File: src/rtl/hist_update_ctrl.sv
// Histogram bin update controller: read-modify-write of one RAM bin per sample, plus a full clear sweep.
// Define HIST_SATURATE_EN to make bins saturate at all-ones and raise sat_flag; by default bins wrap.
module hist_update_ctrl #(
    parameter int BIN_AW = 6,
    parameter int CNT_W  = 32
) (
    input  logic              clk,
    input  logic              reset,
    input  logic              in_valid,
    input  logic [BIN_AW-1:0] in_bin,
    output logic              in_ready,
    input  logic              clear_req,
    output logic              clear_done,
    output logic              busy,
    output logic [CNT_W-1:0]  sample_count,
    output logic              sat_flag,
    output logic [BIN_AW-1:0] ram_address,
    output logic              ram_chipselect,
    output logic              ram_write,
    output logic [3:0]        ram_byteenable,
    output logic [CNT_W-1:0]  ram_writedata,
    input  logic [CNT_W-1:0]  ram_readdata
);

    // state | meaning
    // IDLE  | accept a sample (read issued) or start a pending clear
    // UPD   | write readdata+1 back to the registered bin
    // CLR   | zero one address per cycle, 0 .. 2^BIN_AW-1
    typedef enum logic [1:0] {IDLE, UPD, CLR} state_t;

    localparam logic [CNT_W-1:0]  CNT_ONE  = 1;
    localparam logic [BIN_AW-1:0] ADDR_ONE = 1;

    state_t            state, state_nxt;
    logic [BIN_AW-1:0] bin_q;
    logic [BIN_AW-1:0] clr_addr;
    logic              clr_pending;
    logic              done_q;
    logic [CNT_W-1:0]  cnt_q;
    logic [CNT_W-1:0]  upd_data;
    logic              clear_go;
    logic              accept;
    logic              last_addr;

    assign clear_go  = (state == IDLE) && (clear_req || clr_pending);
    assign accept    = in_valid && in_ready;
    assign last_addr = (clr_addr == '1);

`ifdef HIST_SATURATE_EN
    logic sat_q;
    logic at_max;

    assign at_max   = &ram_readdata;
    assign upd_data = at_max ? ram_readdata : ram_readdata + CNT_ONE;
    assign sat_flag = ~reset & (sat_q | ((state == UPD) & at_max));

    always_ff @(posedge clk) begin
        if (reset)
            sat_q <= 1'b0;
        else if (clear_go)
            sat_q <= 1'b0;
        else if (state == UPD && at_max)
            sat_q <= 1'b1;
    end
`else
    assign upd_data = ram_readdata + CNT_ONE;
    assign sat_flag = 1'b0;
`endif

    always_ff @(posedge clk) begin
        if (reset) begin
            state       <= IDLE;
            bin_q       <= '0;
            clr_addr    <= '0;
            clr_pending <= 1'b0;
            done_q      <= 1'b0;
            cnt_q       <= '0;
        end else begin
            state  <= state_nxt;
            done_q <= (state == CLR) && last_addr;
            if (accept)
                bin_q <= in_bin;
            if (clear_go) begin
                clr_pending <= 1'b0;
                cnt_q       <= '0;
                clr_addr    <= '0;
            end else begin
                // a request arriving mid-operation is remembered, never restarts a sweep
                if (clear_req)
                    clr_pending <= 1'b1;
                if (state == UPD)
                    cnt_q <= cnt_q + CNT_ONE;
                if (state == CLR)
                    clr_addr <= clr_addr + ADDR_ONE;
            end
        end
    end

    always_comb begin
        state_nxt      = state;
        in_ready       = 1'b0;
        ram_address    = '0;
        ram_chipselect = 1'b0;
        ram_write      = 1'b0;
        ram_byteenable = 4'h0;
        ram_writedata  = '0;
        case (state)
            IDLE: begin
                in_ready = ~clear_go;
                if (clear_go) begin
                    state_nxt = CLR;
                end else if (in_valid) begin
                    state_nxt      = UPD;
                    ram_address    = in_bin;
                    ram_chipselect = 1'b1;
                    ram_byteenable = 4'hF;
                end
            end
            UPD: begin
                ram_address    = bin_q;
                ram_chipselect = 1'b1;
                ram_write      = 1'b1;
                ram_byteenable = 4'hF;
                ram_writedata  = upd_data;
                state_nxt      = IDLE;
            end
            CLR: begin
                ram_address    = clr_addr;
                ram_chipselect = 1'b1;
                ram_write      = 1'b1;
                ram_byteenable = 4'hF;
                if (last_addr)
                    state_nxt = IDLE;
            end
            default: state_nxt = IDLE;
        endcase
        // reset is synchronous, so outputs are masked combinationally while it is held
        if (reset) begin
            in_ready       = 1'b0;
            ram_chipselect = 1'b0;
            ram_write      = 1'b0;
        end
    end

    assign busy         = (state != IDLE) && !reset;
    assign clear_done   = done_q && !reset;
    assign sample_count = reset ? '0 : cnt_q;

endmodule

File: config.mk
export PLATFORM = sky130hd
export DESIGN_NAME = hist_update_ctrl
export DESIGN_NICKNAME = d
export VERILOG_FILES = /design/src/rtl/hist_update_ctrl.sv
export SDC_FILE = /design/constraint.sdc
export NUM_CORES = 1
export LEC_CHECK = 0
export ABC_AREA = 0
export BUFFER_PORTS_ARGS = -buffer_cell sky130_fd_sc_hd__buf_2
export CAP_MARGIN = 25
export CORE_AREA = 2 2 85 87
export CTS_BUF_LIST = sky130_fd_sc_hd__clkbuf_4
export DETAILED_ROUTE_END_ITERATION = 10
export DIE_AREA = 0 0 87 89
export GPL_ROUTABILITY_DRIVEN = 0
export GPL_TIMING_DRIVEN = 1
export PLACE_DENSITY = 0.78
export SLEW_MARGIN = 0
export SYNTH_ARGS = -nofsm -noshare
export SYNTH_HDL_FRONTEND = slang
export SYNTH_SLANG_ARGS = --single-unit
File: constraint.sdc
create_clock -name clk -period 2.6 [get_ports clk]
set_clock_uncertainty 0.05 [all_clocks]
set_input_delay 0.52 -clock clk [delete_from_list [all_inputs] [get_ports clk]]
set_output_delay 0.52 -clock clk [all_outputs]
set_load 0.05 [all_outputs]
# ---- Yosys cells after proc, flatten, opt, wreduce, memory -nomap -nowiden
# Index checks and enable logic that the tools add are counted.
# W data, S select, Z words.
dict set report classes {
  div 0
  n_mul 0
  bitwise 1
  addsub 3
  eq_ne 5
  n_lt_le_gt_ge 0
  shift 0
  mux 20
  n_reduce_logical 12
}
# op n
set ops {}
lappend ops {{$add A32 B1 Y32 const B} 2}
lappend ops {{$mux W32} 2}
lappend ops {{$pmux W6 S3} 1}
lappend ops {{$mux W6} 2}
lappend ops {{$mux W4} 2}
lappend ops {{$pmux W4 S2} 1}
lappend ops {{$mux W1} 7}
lappend ops {{$add A6 B1 Y6 const B} 1}
lappend ops {{$eq A6 B6 Y1 const B} 1}
lappend ops {{$mux W2} 3}
lappend ops {{$logic_and A1 B1 Y1} 5}
lappend ops {{$pmux W2 S2} 1}
lappend ops {{$reduce_or A2 Y1} 2}
lappend ops {{$ne A3 B3 Y1 const B} 1}
lappend ops {{$eq A2 B1 Y1 const B} 1}
lappend ops {{$eq A2 B2 Y1 const B} 1}
lappend ops {{$logic_not A2 Y1} 1}
lappend ops {{$ne A2 B2 Y1 const B} 1}
lappend ops {{$pmux W1 S2} 1}
lappend ops {{$reduce_and A2 Y1} 1}
lappend ops {{$reduce_bool A2 Y1} 1}
lappend ops {{$logic_not A1 Y1} 1}
lappend ops {{$logic_or A1 B1 Y1} 1}
lappend ops {{$not A1 Y1} 1}
dict set report totals {
  mem_count 0
  word_cells 47
  latch_bits 0
  rom_bits 0
  out_inout_bits 80
  mem_bits_rw 0
  inputBits 42
  ff_bits 48
}

# ---- Logic depth before layout (Yosys ltp)
dict set report depth {
  depth_word 6
  mapped_depth 9
  mapped_depth_nobuf 6
}

# ---- Least setup slack after synthesis
# No wires, ideal clock.
dict set report synth_path {
  kind {input-to-output}
  start {input port ram_readdata[15]}
  end {output port ram_writedata[24]}
  n_path_buf 2
  setup_slack_ns -1.136
  arrival_time_ns 3.166
  stages 5
  t_required_ns 2.030
  path_cell_list {nand4_2 -> or4_1 -> buf_2 -> clkbuf_1 -> o41ai_1}
}
dict set report synth_between {
  elab_chain_len 2
}
# element line
set synth_lines {}
lappend synth_lines {{start, declared} 22} ;# input logic [CNT_W-1:0] ram_readdata
lappend synth_lines {{$add A32 B1 Y32} 66} ;# assign upd_data = ram_readdata + CNT_ONE;
lappend synth_lines {{$mux W32} 107} ;# case (state)
lappend synth_lines {{end, declared} 21} ;# output logic [CNT_W-1:0] ram_writedata,
# Every way passes these cells.

# ---- Worst setup path in the final report
dict set report layout_path {
  start {input port ram_readdata[15]}
  end {output port ram_writedata[30]}
}
# The elaborated chain is that of the path after synthesis.

==> results_dict.tcl <==
set metrics [dict create \
    outcome "complete, but fails checks" \
    violations "negative setup slack" \
    syn_to_final_growth_pct 52.9 \
    netlist_top_cells_count "nand2_1, dfxtp_1, nor2_1, a21oi_1, nor2b_1" \
    hold_path_class "in -> reg" \
    dp_slack_ps -411 \
    initial_core_util 0.514 \
    grt_pass1_wl_um 17500 \
    dp_cells 696 \
    die_y_um 89 \
    yosysMostFrequentCell "nand2_1" \
    design_area_um2 5280 \
    worstSetupPathType "in -> out" \
    path_cells "buf_6, nand4_4, or4_4, buf_12, buf_8, o311ai_4, buf_4, o41ai_4, buf_6" \
    synth_adder_area_share 0.0254 \
    synth-compound-area-share 0.163 \
    grt_usage 0.275 \
    synth_cell_types 38 \
    synth-seq-cells 48 \
    whs_ps 358 \
    ant_nets 0 \
    synth-warning-count 0 \
    regToRegSetupSlack_ps 180 \
    synth_nets 519 \
    cts-root-buf "clkbuf_4" \
    grt.overflow.total 0 \
    core_um2 6720 \
    instances_no_fill 714 \
    path_clk_slew_ps 150 \
    cp-end-kind "primary output" \
    rows 30 \
    peakVddDrop_uv 344 \
    cts_hold_buf 0 \
    dr.first_iter.drc_count 287 \
    ioPinCount 122 \
    drt-total-wl_um 12200 \
    rsz0062_at_grt "yes" \
    cts_tree "yes" \
    antenna_cells 0 \
    setup_slack_ps -203 \
    slew_headroom 0.429 \
    fp.dieW_um 87 \
    grt_pass1_vias 3717 \
    syn-cell-area_um2 3450 \
    critPathLaunchType "primary input" \
    tightest_slew_ps 857 \
    crit_slowest_cell "or4_4" \
    post-synth-top-area-fraction 0.278 \
    port_buffers 120 \
    synth_top_cell_by_area "dfxtp_1" \
    synth_xor_area_frac 0.0660 \
    ys_dominant_reg_cell "dfxtp_1" \
    clk_latency_ps 380 \
    seq_area_frac_synth 0.278 \
    die_area_um2 7740 \
    setup_tns_ps -1500 \
    crit_arrival_ps 2230 \
    drive_gt1_frac 0.401 \
    yosys.area_share.simple 0.386 \
    fin_crit_sh 1.08 \
    final_nets 682 \
    cpMostUsedCell "buf_6" \
    dr_total_vias 4318 \
    leakagePower_nw 2.19 \
    muxShareOfSynthArea 0.0261 \
    synth_top_family_by_area "simple AND/OR/NAND/NOR gates" \
    drt_pre_antenna_iters 5 \
    worstPathRequired_ps 2030 \
    synthArstFlopShare 0 \
    fmax_mhz 357 \
    cts_buffer_depth 2 \
    drc 0 \
    finalHoldViolCount 0 \
    setup_viol 10 \
    cts_max_level 2 \
    post-dp-hpwl_um 7910 \
    syn_inst 470 \
    synth-edff-count 0 \
    slowest_delay_ps 570 \
    grt_max_degree 51 \
    wl_per_cell_um 17.1 \
    placed_area_um2 4750 \
    critPathMaxFanout 7 \
    vias_per_cell 6.05 \
    maxSlewViolCount 0 \
    antenna_found_initial 0 \
    power-per-cell-area_nw_per_um2 358 \
    cap_violations 0 \
    cts_made_buffers 5 \
    synth.avg_cell_area_um2 7.34 \
    clock_sinks 48 \
    synth.area.top_cells "dfxtp_1, nand2_1, nor2b_1, a21oi_1, nor2_1" \
    min_period_ps 2800 \
]
[area by class of cell]
class | instances | area [µm²]
Clock inverter | 3 | 21.3
Tap cell | 80 | 100
Timing Repair Buffer | 188 | 1330
Inverter | 12 | 45.0
Sequential cell | 48 | 962
Fill cell | 464 | 1440
Multi-Input combinational cell | 378 | 2780
Clock buffer | 5 | 37.5
[power breakdown]
group	internal (W)	switching, W
sequential	0.000751	0.0000123
combinational	0.000249	0.000513
clock	0.000107	0.000259
[what timing repair did]
item,CTS,global route
setup buffers,6,7
cloned,0,0
endpoints found under the setup margin,22,31
resized for setup,53,42
pin swaps,7,13
[critical path, delay by kind of cell]
family / cells / cell delay (ps)
compound gates: 2 / 330
buf+inv: 5 / 720
simple gates: 2 / 670
[per-stage QoR]
step / util / total power [W]
final: 0.785 / 0.00189
after global routing: 0.785 / 0.00196
after CTS: 0.752 / 0.00183
after detailed placement: 0.707 / 0.00145
after global placement: 0.707 / 0.00144
after floorplan: - / 0.00126
[metal layers]
metal | GRT usage | share of wire | vias up
li1 | - | - | 2040
met1 | 0.354 | 0.40 | 2049
met2 | 0.484 | 0.51 | 184
met3 | 0.0360 | 0.064 | 45
met4 | 0.0781 | 0.023 | 0
met5 | 0 | 0 | -
[sequential cells by signal, summed over array words and instances, names as in the netlist]
| name | cells |
|---|---|
| bin_q | 6 |
| clr_addr | 6 |
| clr_pending | 1 |
| cnt_q | 32 |
| done_q | 1 |
| state | 2 |
[layout by cell type (no fill, tap or decap), drive strengths merged, types with 11 or more instances in the layout]
| cell type | netlist | routed |
|---|---|---|
| buf | 12 | 184 |
| a21oi | 35 | 35 |
| dfxtp | 48 | 48 |
| nor2 | 43 | 43 |
| o21ai | 11 | 11 |
| nand4 | 20 | 20 |
| inv | 12 | 13 |
| nand2 | 52 | 52 |
| or3 | 16 | 16 |
| xor2 | 12 | 12 |
| nor4 | 11 | 11 |
| o31ai | 12 | 12 |
| nand3 | 22 | 22 |
| or4 | 17 | 17 |
| nor2b | 30 | 30 |
| nand2b | 11 | 11 |
| xnor2 | 14 | 14 |
[logic make-up after synthesis]
logic type      count (synthesis)
compound gates                 87
xor+xnor                       26
fa+ha+maj                       7
buf+inv                        44
flops                          48
mux                             9
other cells                     1
simple gates                  248
[final timing paths]
kind	startpoint	endpoint	depth (start not counted)
setup / recovery	ram_readdata[15]	ram_writedata[30]	9
hold reg to reg	bin_q[3]	bin_q[3]	2
setup reg to reg	state[1]	cnt_q[23]	6
hold / removal	in_bin[2]	bin_q[2]	3
Note: power is estimated with default switching activity, not from simulation.
